--- config.mk ---
export PLATFORM = sky130hd
export DESIGN_NAME = blink_tick_gen
export DESIGN_NICKNAME = d
export VERILOG_FILES = /design/src/rtl/blink_pkg.sv /design/src/rtl/btn_debounce.sv /design/src/rtl/blink_tick_gen.sv
export SDC_FILE = /design/constraint.sdc
export NUM_CORES = 1
export LEC_CHECK = 0
export CORE_ASPECT_RATIO = 1.5
export CORE_MARGIN = 2
export CORE_UTILIZATION = 50
export DETAILED_ROUTE_END_ITERATION = 10
export MAX_ROUTING_LAYER = met4
export PLACE_DENSITY = 0.67
export SYNTH_ARGS = -nofsm -noshare
export SYNTH_HDL_FRONTEND = slang
export SYNTH_HIERARCHICAL = 1
export SYNTH_SLANG_ARGS = --single-unit
export TNS_END_PERCENT = 5
--- constraint.sdc ---
create_clock -name CLK -period 2.4 [get_ports CLK]
set_input_delay 0.24 -clock CLK [delete_from_list [all_inputs] [get_ports CLK]]
set_output_delay 0.24 -clock CLK [all_outputs]
set_load 0.02 [all_outputs]
--- src/rtl/blink_pkg.sv ---
// Shared types and divider helpers for the blink tick generator.
// Used by blink_tick_gen and btn_debounce.
package blink_pkg;

  typedef logic [1:0] speed_t;

  localparam speed_t      SPEED_MAX       = 2'd3;
  localparam int unsigned SPEED_SHIFT_MAX = 3;

  // Width of a counter that must hold DIV_BASE << SPEED_SHIFT_MAX - 1.
  function automatic int unsigned div_cnt_width(input int unsigned div_base);
    return $clog2(div_base << SPEED_SHIFT_MAX);
  endfunction

  function automatic logic [31:0] div_terminal(input int unsigned div_base,
                                               input speed_t      speed);
    logic [1:0] shamt;
    shamt = 2'(SPEED_SHIFT_MAX) - speed;
    return (32'(div_base) << shamt) - 32'd1;
  endfunction

endpackage

--- src/rtl/btn_debounce.sv ---
// Button conditioning: 2-flop synchroniser, optional debounce filter, rising-edge detector.
// The filter is built only when BLINK_TICK_DEBOUNCE_EN is defined; otherwise the level is the synchroniser output.
module btn_debounce
  import blink_pkg::*;
#(
  parameter int unsigned DEBOUNCE_CYCLES = 120_000
) (
  input  logic clk,
  input  logic rst_n,
  input  logic btn_i,
  output logic level_o,
  output logic press_o
);

  logic sync1_q, sync1_d;
  logic sync2_q, sync2_d;
  logic prev_q, prev_d;
  logic level_s;

  // Synchroniser next-state.
  always_comb begin
    sync1_d = btn_i;
    sync2_d = sync1_q;
  end

  // Synchroniser flops.
  always_ff @(posedge clk or negedge rst_n) begin
    if (!rst_n) begin
      sync1_q <= 1'b0;
      sync2_q <= 1'b0;
    end else begin
      sync1_q <= sync1_d;
      sync2_q <= sync2_d;
    end
  end

`ifdef BLINK_TICK_DEBOUNCE_EN
  localparam int unsigned DB_W = $clog2(DEBOUNCE_CYCLES + 1);
  localparam logic [DB_W-1:0] DB_LAST = DB_W'(DEBOUNCE_CYCLES - 1);

  logic [DB_W-1:0] db_cnt_q, db_cnt_d;
  logic            level_q, level_d;

  // The level flips on the edge where the disagreement has lasted DEBOUNCE_CYCLES cycles.
  always_comb begin
    db_cnt_d = {DB_W{1'b0}};
    level_d  = level_q;
    if (sync2_q != level_q) begin
      if (db_cnt_q == DB_LAST) begin
        level_d  = sync2_q;
        db_cnt_d = {DB_W{1'b0}};
      end else begin
        db_cnt_d = db_cnt_q + DB_W'(1'b1);
      end
    end else begin
      db_cnt_d = {DB_W{1'b0}};
    end
  end

  // Debounce state.
  always_ff @(posedge clk or negedge rst_n) begin
    if (!rst_n) begin
      db_cnt_q <= {DB_W{1'b0}};
      level_q  <= 1'b0;
    end else begin
      db_cnt_q <= db_cnt_d;
      level_q  <= level_d;
    end
  end

  assign level_s = level_q;
`else
  assign level_s = sync2_q;
`endif

  // Edge detector next-state and press pulse.
  always_comb begin
    prev_d  = level_s;
    press_o = level_s & ~prev_q;
    level_o = level_s;
  end

  // Edge detector history flop.
  always_ff @(posedge clk or negedge rst_n) begin
    if (!rst_n) begin
      prev_q <= 1'b0;
    end else begin
      prev_q <= prev_d;
    end
  end

endmodule

--- src/rtl/blink_tick_gen.sv ---
// Programmable slow-clock generator: TICK pulse and SLOW_CLK square wave, four button-selected speeds.
// Build option: BLINK_TICK_DEBOUNCE_EN enables the button debounce filter.
module blink_tick_gen
  import blink_pkg::*;
#(
  parameter int unsigned DIV_BASE        = 1_500_000,
  parameter int unsigned DEBOUNCE_CYCLES = 120_000
) (
  input  logic       CLK,
  input  logic       RSTN,
  input  logic       BTN,
  output logic       TICK,
  output logic       SLOW_CLK,
  output logic [1:0] SPEED
);

  localparam int unsigned CNT_W = div_cnt_width(DIV_BASE);

  logic [CNT_W-1:0] count_q, count_d;
  logic [CNT_W-1:0] term_s;
  logic             tick_q, tick_d;
  logic             slow_q, slow_d;
  speed_t           speed_q, speed_d;
  logic             press_s;
  logic             level_s;

  btn_debounce #(
    .DEBOUNCE_CYCLES(DEBOUNCE_CYCLES)
  ) u_btn (
    .clk    (CLK),
    .rst_n  (RSTN),
    .btn_i  (BTN),
    .level_o(level_s),
    .press_o(press_s)
  );

  // Divider, tick and speed next-state; a press outranks a coincident terminal count.
  always_comb begin
    term_s  = CNT_W'(div_terminal(DIV_BASE, speed_q));
    count_d = count_q;
    tick_d  = 1'b0;
    slow_d  = slow_q;
    speed_d = speed_q;
    if (press_s && level_s) begin
      count_d = {CNT_W{1'b0}};
      if (speed_q == SPEED_MAX) begin
        speed_d = 2'd0;
      end else begin
        speed_d = speed_q + 2'd1;
      end
    end else if (count_q == term_s) begin
      count_d = {CNT_W{1'b0}};
      tick_d  = 1'b1;
      slow_d  = ~slow_q;
    end else begin
      count_d = count_q + CNT_W'(1'b1);
    end
  end

  // Divider, output and speed registers.
  always_ff @(posedge CLK or negedge RSTN) begin
    if (!RSTN) begin
      count_q <= {CNT_W{1'b0}};
      tick_q  <= 1'b0;
      slow_q  <= 1'b0;
      speed_q <= 2'd0;
    end else begin
      count_q <= count_d;
      tick_q  <= tick_d;
      slow_q  <= slow_d;
      speed_q <= speed_d;
    end
  end

  assign TICK     = tick_q;
  assign SLOW_CLK = slow_q;
  assign SPEED    = speed_q;

endmodule
# After elaboration in Yosys (flattened, before gate mapping)
# Index checks and enable logic that the tools add are counted.
dict set report totals {
  ff_bits 31
  in_bits 3
  output_inout_bits 4
  wordCells 25
}
dict set report op_classes {
  n_addsub 4
  eq_ne 2
  n_shift 1
  mux 5
  bitwise 4
  reduce_logical 2
}
# cell n
set ops {}
lappend ops {{$mux 24} 2}
lappend ops {{$add 24x1->24 const B} 1}
lappend ops {{$eq 24x24->1} 1}
lappend ops {{$shl 21x2->24 const A} 1}
lappend ops {{$sub 24x1->24 const B} 1}
lappend ops {{$not 1->1} 3}
lappend ops {{$add 2x1->2 const B} 1}
lappend ops {{$eq 2x2->1 const B} 1}
lappend ops {{$mux 1} 2}
lappend ops {{$mux 2} 1}
lappend ops {{$reduce_and 2->1} 1}
lappend ops {{$sub 2x2->2 const A} 1}
lappend ops {{$and 1x1->1} 1}
lappend ops {{$logic_and 1x1->1} 1}

# Depth between registers and ports, before layout
dict set report logic_depth {
  ltp_word 6
  depth_mapped 8
  depth_no_buf 7
}

# By module
# The synthesis kept the hierarchy.
# module n_inst cells_each area_each_um2 seq_area_each_um2
set modules_own_cells {}
lappend modules_own_cells {blink_tick_gen 1 167 1620.3 700.7}
lappend modules_own_cells {btn_debounce 1 4 88.8 75.1}

# Worst setup path before layout
# OpenSTA, ideal clock, no wires.
dict set report synth_timing {
  path_type {register -> register}
  startpoint {register speed_q[0], in the netlist SPEED[0]}
  endpoint {register count_q[15]}
  setup_ns 0.121
  t_arrival_ns 2.170
  t_required_ns 2.279
  setup_slack_ns 0.109
  stages_incl_launch_ff 9
  path_buffers 1
  period_less_slack_ns 2.291
  cell_sequence {dfrtp_1 inv_1 ha_1 xor2_1 xnor2_1 or4_4 o21ai_2 buf_2 nor2_1}
}
dict set report synth_between {
  elab_chain_cells 6
}
# item line_no
set synth_rtl {}
lappend synth_rtl {{from (decl)} blink_tick_gen.sv:23} ;# speed_t speed_q, speed_d;
lappend synth_rtl {{from (signal assigned)} blink_tick_gen.sv:71} ;# speed_q <= speed_d;
lappend synth_rtl {{$sub 2x2->2} blink_pkg.sv:18} ;# shamt = 2'(SPEED_SHIFT_MAX) - speed;
lappend synth_rtl {{$shl 21x2->24} blink_pkg.sv:19} ;# return (32'(div_base) << shamt) - 32'd1;
lappend synth_rtl {{$sub 24x1->24} blink_pkg.sv:19}
lappend synth_rtl {{$eq 24x24->1} blink_tick_gen.sv:51} ;# end else if (count_q == term_s) begin
lappend synth_rtl {{$mux 24} blink_tick_gen.sv:51}
lappend synth_rtl {{$mux 24} blink_tick_gen.sv:44} ;# if (press_s && level_s) begin
lappend synth_rtl {{net count_d[15]} blink_tick_gen.sv:19} ;# logic [CNT_W-1:0] count_q, count_d;
lappend synth_rtl {{to (signal assigned)} blink_tick_gen.sv:63} ;# count_q <= {CNT_W{1'b0}};
lappend synth_rtl {{to (signal assigned)} blink_tick_gen.sv:68} ;# count_q <= count_d;
lappend synth_rtl {{to (decl)} blink_tick_gen.sv:19}
# The timed path passes the listed nets, and every way through them passes these cells.
# A chain may end at the register's enable or synchronous reset.

# Worst setup path in the final report
dict set report layout_timing {
  startpoint {register speed_q[1], in the netlist SPEED[1]}
  endpoint {register count_q[20]}
}
# The elaborated chain is that of the path after synthesis.

==> out/results.tsv <==
stage	metric	value	unit
global_route	grt_pass1_vias	1256	
detailed_routing	routed_via_density	5.50	
final_layout	nFillCells	280	
sta	fmax	0.458	GHz
die	die_area	3910	µm²
final_layout	area_growth	13.3	%
min_path	hold_path_class	primary input to asynchronous set/reset pin	
final_layout	diodes	0	
yosys	synth_top_family_by_area	simple AND/OR/NAND/NOR gates	
job	maxCapViolCount	0	
detailed_routing	drc	0	
detailed_routing	routedWlPerCell	14.1	µm
yosys	synth-simple-area-share	27.1	%
yosys	synth_ff_type	dfrtp_1	
cts	ctsResizeCount	0	
die	core	3350	µm²
cts	numClockSinks	31	
placed_design	dpl-instance-area	1850	µm²
power	powerDensity	761	nW/µm²
yosys	synthTopCellsByCount	dfrtp_1 (31), nor2_1 (28), xnor2_1 (18)	
sta	grt_setup_unrepaired	false	
die	die_x	51.7	µm
sta	hold_viol_final	0	
cts	clockBufferDepth	2	
detailed_routing	drt_iter0_markers	32	
global_route	use_met3	4.71	%
yosys	synth.area.top_cells	dfrtp_1 (45%), xnor2_1 (9.2%), xor2_1 (7.2%)	
sta	min_period	2.18	ns
yosys	synth-compound-area-share	2.42	%
yosys	yosysMostFrequentCell	dfrtp_1	
global_route	grt_max_degree	32	
global_route	grt_busiest_layer	met2	
cts	cts_root_buffer	clkbuf_8	
final_layout	fin_area	1940	µm²
critical_path	worst-path-max-fanout	22	
detailed_routing	antenna_left	0	
cts	tritoncts	yes	
critical_path	start_kind	flip-flop	
yosys	synth_xor_area_share	16.4	%
cts	cts.clk_slew.worst_paths	0.06	ns
sta	worst_slew_pin_slew	0.392	ns
placed_design	numPortBuffers	6	
yosys	ys_ff_latch	31	
sta	finClkSkew	0.00643	ns
critical_path	cp.required	2.56	ns
cts	postCtsHoldBufs	0	
yosys	ys_seq_area_share	45.4	%
yosys	yosysWarnings	6	
yosys	yosysUniqueCellTypes	27	
placed_design	hpwl	2430	µm
global_route	grt_use_total	20.7	%
yosys	synthAdderAreaFrac	6.59	%
die	top_level_ports	7	
detailed_routing	wl	3240	µm
die	rows	26	
sta	setup_violations	0	
yosys	yosysTopAreaCell	dfrtp_1	
sta	slew_violations	0	
placed_design	gp_congestion	0.855	
yosys	synth_area	1710	µm²
sta	setup_tns	0	ns
cts	cts.htree.levels	2	
yosys	synth_mux_area_share	0	%
yosys	synth_nets	183	
die	die_h	75.6	µm
global_route	grt_antenna_before_repair	0	
cts	postCtsSetupBuffers	0	
sta	fin_crit_sh	91.0	%
power	ir_drop	571	µV
outcome	status	finished, final reports clean	
sta	slew-limit-headroom	73.9	%
yosys	synthArstFlopShare	100	%
detailed_routing	drtPass1Iterations	4	
yosys	synth_area_per_cell	9.99	µm²
global_route	use_met2	37.2	%
final_layout	drive_above_1_share	7.49	%
power	p_leak	0.880	nW
global_route	overflow	0	
detailed_routing	num_vias	1259	
yosys	syn_inst	171	
critical_path	crit_path_end_kind	flip-flop	
cts	cts_made_buffers	5	
global_route	met1_usage	21.6	%
critical_path	path_class	flip-flop to flip-flop	
final_layout	nNetsFinal	198	
global_route	grt_pass1_wl	5640	µm
cts	insertion_delay	0.28	ns
critical_path	cp.arrival	2.35	ns
yosys	synth_edf_count	0	
die	initial_core_util	51.0	%
yosys	synth.top_cell.area_share	45.4	%
sequential cells by signal, summed over array words and instances, names as in the netlist:
register,flops
u_btn/level_o,1
count_q,24
u_btn/prev_q,1
TICK,1
SPEED,2
u_btn/sync1_q,1
SLOW_CLK,1
logic make-up (layout without fill, tap and decap cells):
logic type / count (synthesis) / in the layout
fa+ha+maj: 9 / 9
buf+inv: 9 / 25
flops: 31 / 31
compound gates: 7 / 7
simple gates: 83 / 83
xor+xnor: 32 / 32
critical path: stages (launching register included):
cell and delay (ns):
dfrtp_1 0.42, inv_1 0.13, ha_1 0.34, nor3_1 0.21, o21ai_1 0.14, or3b_1 0.38
o21ai_2 0.19, buf_12 0.18, nor2_1 0.06
worst paths after layout:
path / end / slack [ns] / cells after the start / start
worst max-delay path: count_q[20] / 0.22 / 8 / SPEED[1]
worst min-delay path: count_q[23] / 0.35 / 2 / RSTN
worst max register to register: count_q[20] / 0.22 / 8 / SPEED[1]
worst min register to register: u_btn/level_o / 0.37 / 0 / u_btn/sync1_q
max in group asynchronous: count_q[7] / 1.76 / 2 / RSTN
min in group CLK: u_btn/level_o / 0.37 / 0 / u_btn/sync1_q
report_power, final:
group	switching, W	internal [W]
clock network	0.000178	0.000203
logic	0.000250	0.000214
registers	0.0000553	0.000574
per-layer routing:
metal	up-vias	wire [µm]	part of all wire (%)
li1	605	-	-
met1	632	1320	41
met4	0	70	2.2
met2	12	1770	55
met3	10	77	2.4
met5	-	0	0
stage by stage:
stage	instances	util, %	worst slack, ns	total power (W)	hold slack (ns)
floorplan	171	-	0.109	0.000965	-0.0556
global placement	221	55.3	0.288	0.00109	0.335
detailed placement	221	55.3	0.214	0.00111	0.343
CTS	229	57.8	0.198	0.00150	0.360
global route	229	57.8	0.0321	0.00158	0.378
finish	229	57.8	0.216	0.00147	0.353
cells in the final DEF, fill, tap and decap left out, types with 6 or more instances in the layout:
| cell | instances |
|---|---|
| nor3_1 | 7 |
| inv_1 | 7 |
| dfrtp_1 | 31 |
| clkdlybuf4s50_1 | 6 |
| nor2_1 | 28 |
| xor2_1 | 14 |
| xnor2_1 | 18 |
| nand2_1 | 9 |
| ha_1 | 9 |
| nand3_1 | 8 |
cell type report:
cell class | instances | area (µm²) | share of cell area, %
clock buffers | 7 | 76.3 | 3.94
clock inverters | 1 | 5.00 | 0.259
inverters | 7 | 26.3 | 1.36
multi-input cells | 131 | 897 | 46.3
flip-flops and latches | 31 | 776 | 40.1
well taps | 42 | 52.6 | 2.71
repair buffers | 10 | 103 | 5.30
No activity file was read; power rests on OpenSTA's default activity.
==> variant (same settings) <==
Build with the macro `BLINK_TICK_DEBOUNCE_EN` defined.
--- a/src/rtl/btn_debounce.sv
+++ b/src/rtl/btn_debounce.sv
@@ -2,2 +2,4 @@
 // The filter is built only when BLINK_TICK_DEBOUNCE_EN is defined; otherwise the level is the synchroniser output.
+`define BLINK_TICK_DEBOUNCE_EN
+
 module btn_debounce
Check against the original RTL: not equivalent (Yosys sat finds a counterexample within 4 cycles, from zero or initial values and one cycle with RSTN low).
==> variant against the unedited design <==
Synthesized area is 53% higher. Worst setup slack worse by 20 ps. Die area is 50% higher. Combinational power is 93% lower. Total power is 7.8% lower. Cell count is 50% higher. Sequential cell count is 18 higher. Wire length is 48% higher. Non-clock buffer count is 1 higher. Cell area is 49% higher. Fmax is 0.92% lower. Global-route usage is 1.2 points lower. Sequential power is 33% higher. Critical endpoint is now count_q[3]. Highest routed layer unchanged.
==> variant: results (changes against the unedited design) <==
| Metric | Value |
|---|---|
| Placement Setup Slack | 210 ps (-4.75 ps) |
| Count of synthesis-stage warnings from yosys | 6 (unchanged) |
| Result of the run | complete, no violations |
| Clock-pin slew of the registers on the worst-case setup and hold paths | 100 ps (+40 ps) |
| PostCTS Resize Cnt | 0 (unchanged) |
| Detailed Routing Iterations Pass 1 | 4 (unchanged) |
| Sequential fraction of the synthesis area | 46.8% (+1.4 points) |
| GRT Overall Usage | 19.5% (-1.2 points) |
| Via count of the first global-routing pass | 1880 (+50%) |
| Number of nets in the final layout | 288 (+45%) |
| Setup_tns | 0 ps (unchanged) |
| Ant. Diodes | 0 (unchanged) |
| Synth Instances | 261 (+53%) |
| Total CTS buffers | 5 (unchanged) |
| Instance area after placement | 0.00279 sq mm (+50%) |
| Crit path max fanout | 22 (unchanged) |
| Prevailing post-synth register cell | dfrtp_1 |
| Share of the core filled with cells | 56.6% (-1.2 points) |
| Final RePlAce weighted congestion | 0.820 (-4.2%) |
| Initial antenna violation count | 0 (unchanged) |
| Vias/cell | 5.29 (-3.8%) |
| Global-route wire length before repair | 8.69 mm (+54%) |
| Worst vdd rail ir drop | 0.385 mV (-32%) |
| Family with the most delay on the worst path | simple AND/OR/NAND/NOR gates |
| Number of buffers on the longest clock path | 2 (unchanged) |
| Count of input and output buffers | 6 (unchanged) |
| Syn_nets | 274 (+50%) |
| Post-layout instance count excluding filler cells | 344 (+50%) |
| Clock Root Buffer | clkbuf_8 |
| Tightest Hold Check Type | in2async |
| Pin count of the biggest net entering global routing | 50 (+56%) |
| Crit path max-delay cell type | or4_4 |
| DRC marker count from the first detailed-route iteration | 90 (+180%) |
| Most common library cells after synthesis | dfrtp_1, nor2_1, xnor2_1 |
| Unique cell type count in the Yosys netlist | 35 (+30%) |
| Number of flip-flops under the largest register name | 24 (unchanged) |
| Post-CTS Setup Bufs | 0 (unchanged) |
| Biggest register | count_q |
| Cell types occupying the most area after synthesis | dfrtp_1, xnor2_1, nor2_1 |
| Final HPWL from detailed placement | 3.40 mm (+40%) |
| Worst Path Arrival | 2400 ps (+50 ps) |
| Cell leakage power | 1.23 nW (+40%) |
| Delay of the slowest cell on the worst path | 580 ps (+160 ps) |
| Latest clock arrival within the worst-skew pair | 320 ps (+40 ps) |
| H-tree depth | 2 (unchanged) |
| Worst-case clock skew | 17.3 ps (+10.8 ps) |
| Count of filler cells inserted in the layout | 465 (+66%) |
| Sw Share | 23.0% (-9.8 points) |
| Worst slew margin | 59.0% (-15 points) |
| Share of layout cells above drive strength 1 | 8.33% (+0.85 points) |
| Total detailed-routing wirelength | 4.80 mm (+48%) |
==> variant: path summary, 6_finish.rpt <==
check / startpoint / to / slack (ps) / depth (start not counted)
max: SPEED[0] / count_q[3] / 200 / 8
min reg2reg: u_btn/sync1_q / u_btn/sync2_q / 350 / 0
max reg2reg: SPEED[0] / count_q[3] / 200 / 8
min: RSTN / SLOW_CLK / 20 / 2
min in group CLK: u_btn/sync1_q / u_btn/sync2_q / 350 / 0
max in group asynchronous: RSTN / count_q[11] / 1960 / 2
==> variant: area by class of cell <==
class	count	share of cell area (%)
Clock buffer	5	2.39
Clock inverter	3	0.739
Inverter	10	1.30
Multi-Input combinational cell	198	46.3
Sequential cell	49	42.6
Tap cell	68	2.96
Timing Repair Buffer	11	3.65
==> variant: per-layer routing <==
metal | global-route usage, % | wire length (microns) | vias up
met5 | - | 0 | -
met3 | 2.55 | 92 | 6
met1 | 23.0 | 2040 | 880
li1 | - | - | 911
met2 | 33.2 | 2580 | 22
met4 | 8.33 | 85 | 0
==> variant: logic make-up after synthesis <==
kind of cell / synth area share [%]
adder cells (fa/ha/maj): 4.77
flip-flops: 46.8
multiplexers: 0.429
buffers and inverters: 2.43
AND/OR/NAND/NOR: 26.9
XOR/XNOR: 15.7
AO/OA/AOI/OAI: 3.01
==> variant: worst reg2reg max path, stage by stage (launching register included) <==
cell	delay (ps)
dfrtp_1	390
buf_4	160
ha_1	220
xnor2_1	180
nand4_1	130
or4_4	580
o21ai_2	180
buf_12	180
nor2_1	70
==> variant: power groups by stage <==
stage | combinational, mW | clock [mW] | sequential (mW)
after global routing | 0.0399 | 0.542 | 0.837
final | 0.0340 | 0.489 | 0.836
after detailed placement | 0.0362 | 0 | 0.852
after floorplan | 0.0137 | 0 | 0.851
after global placement | 0.0358 | 0 | 0.852
after CTS | 0.0360 | 0.509 | 0.836
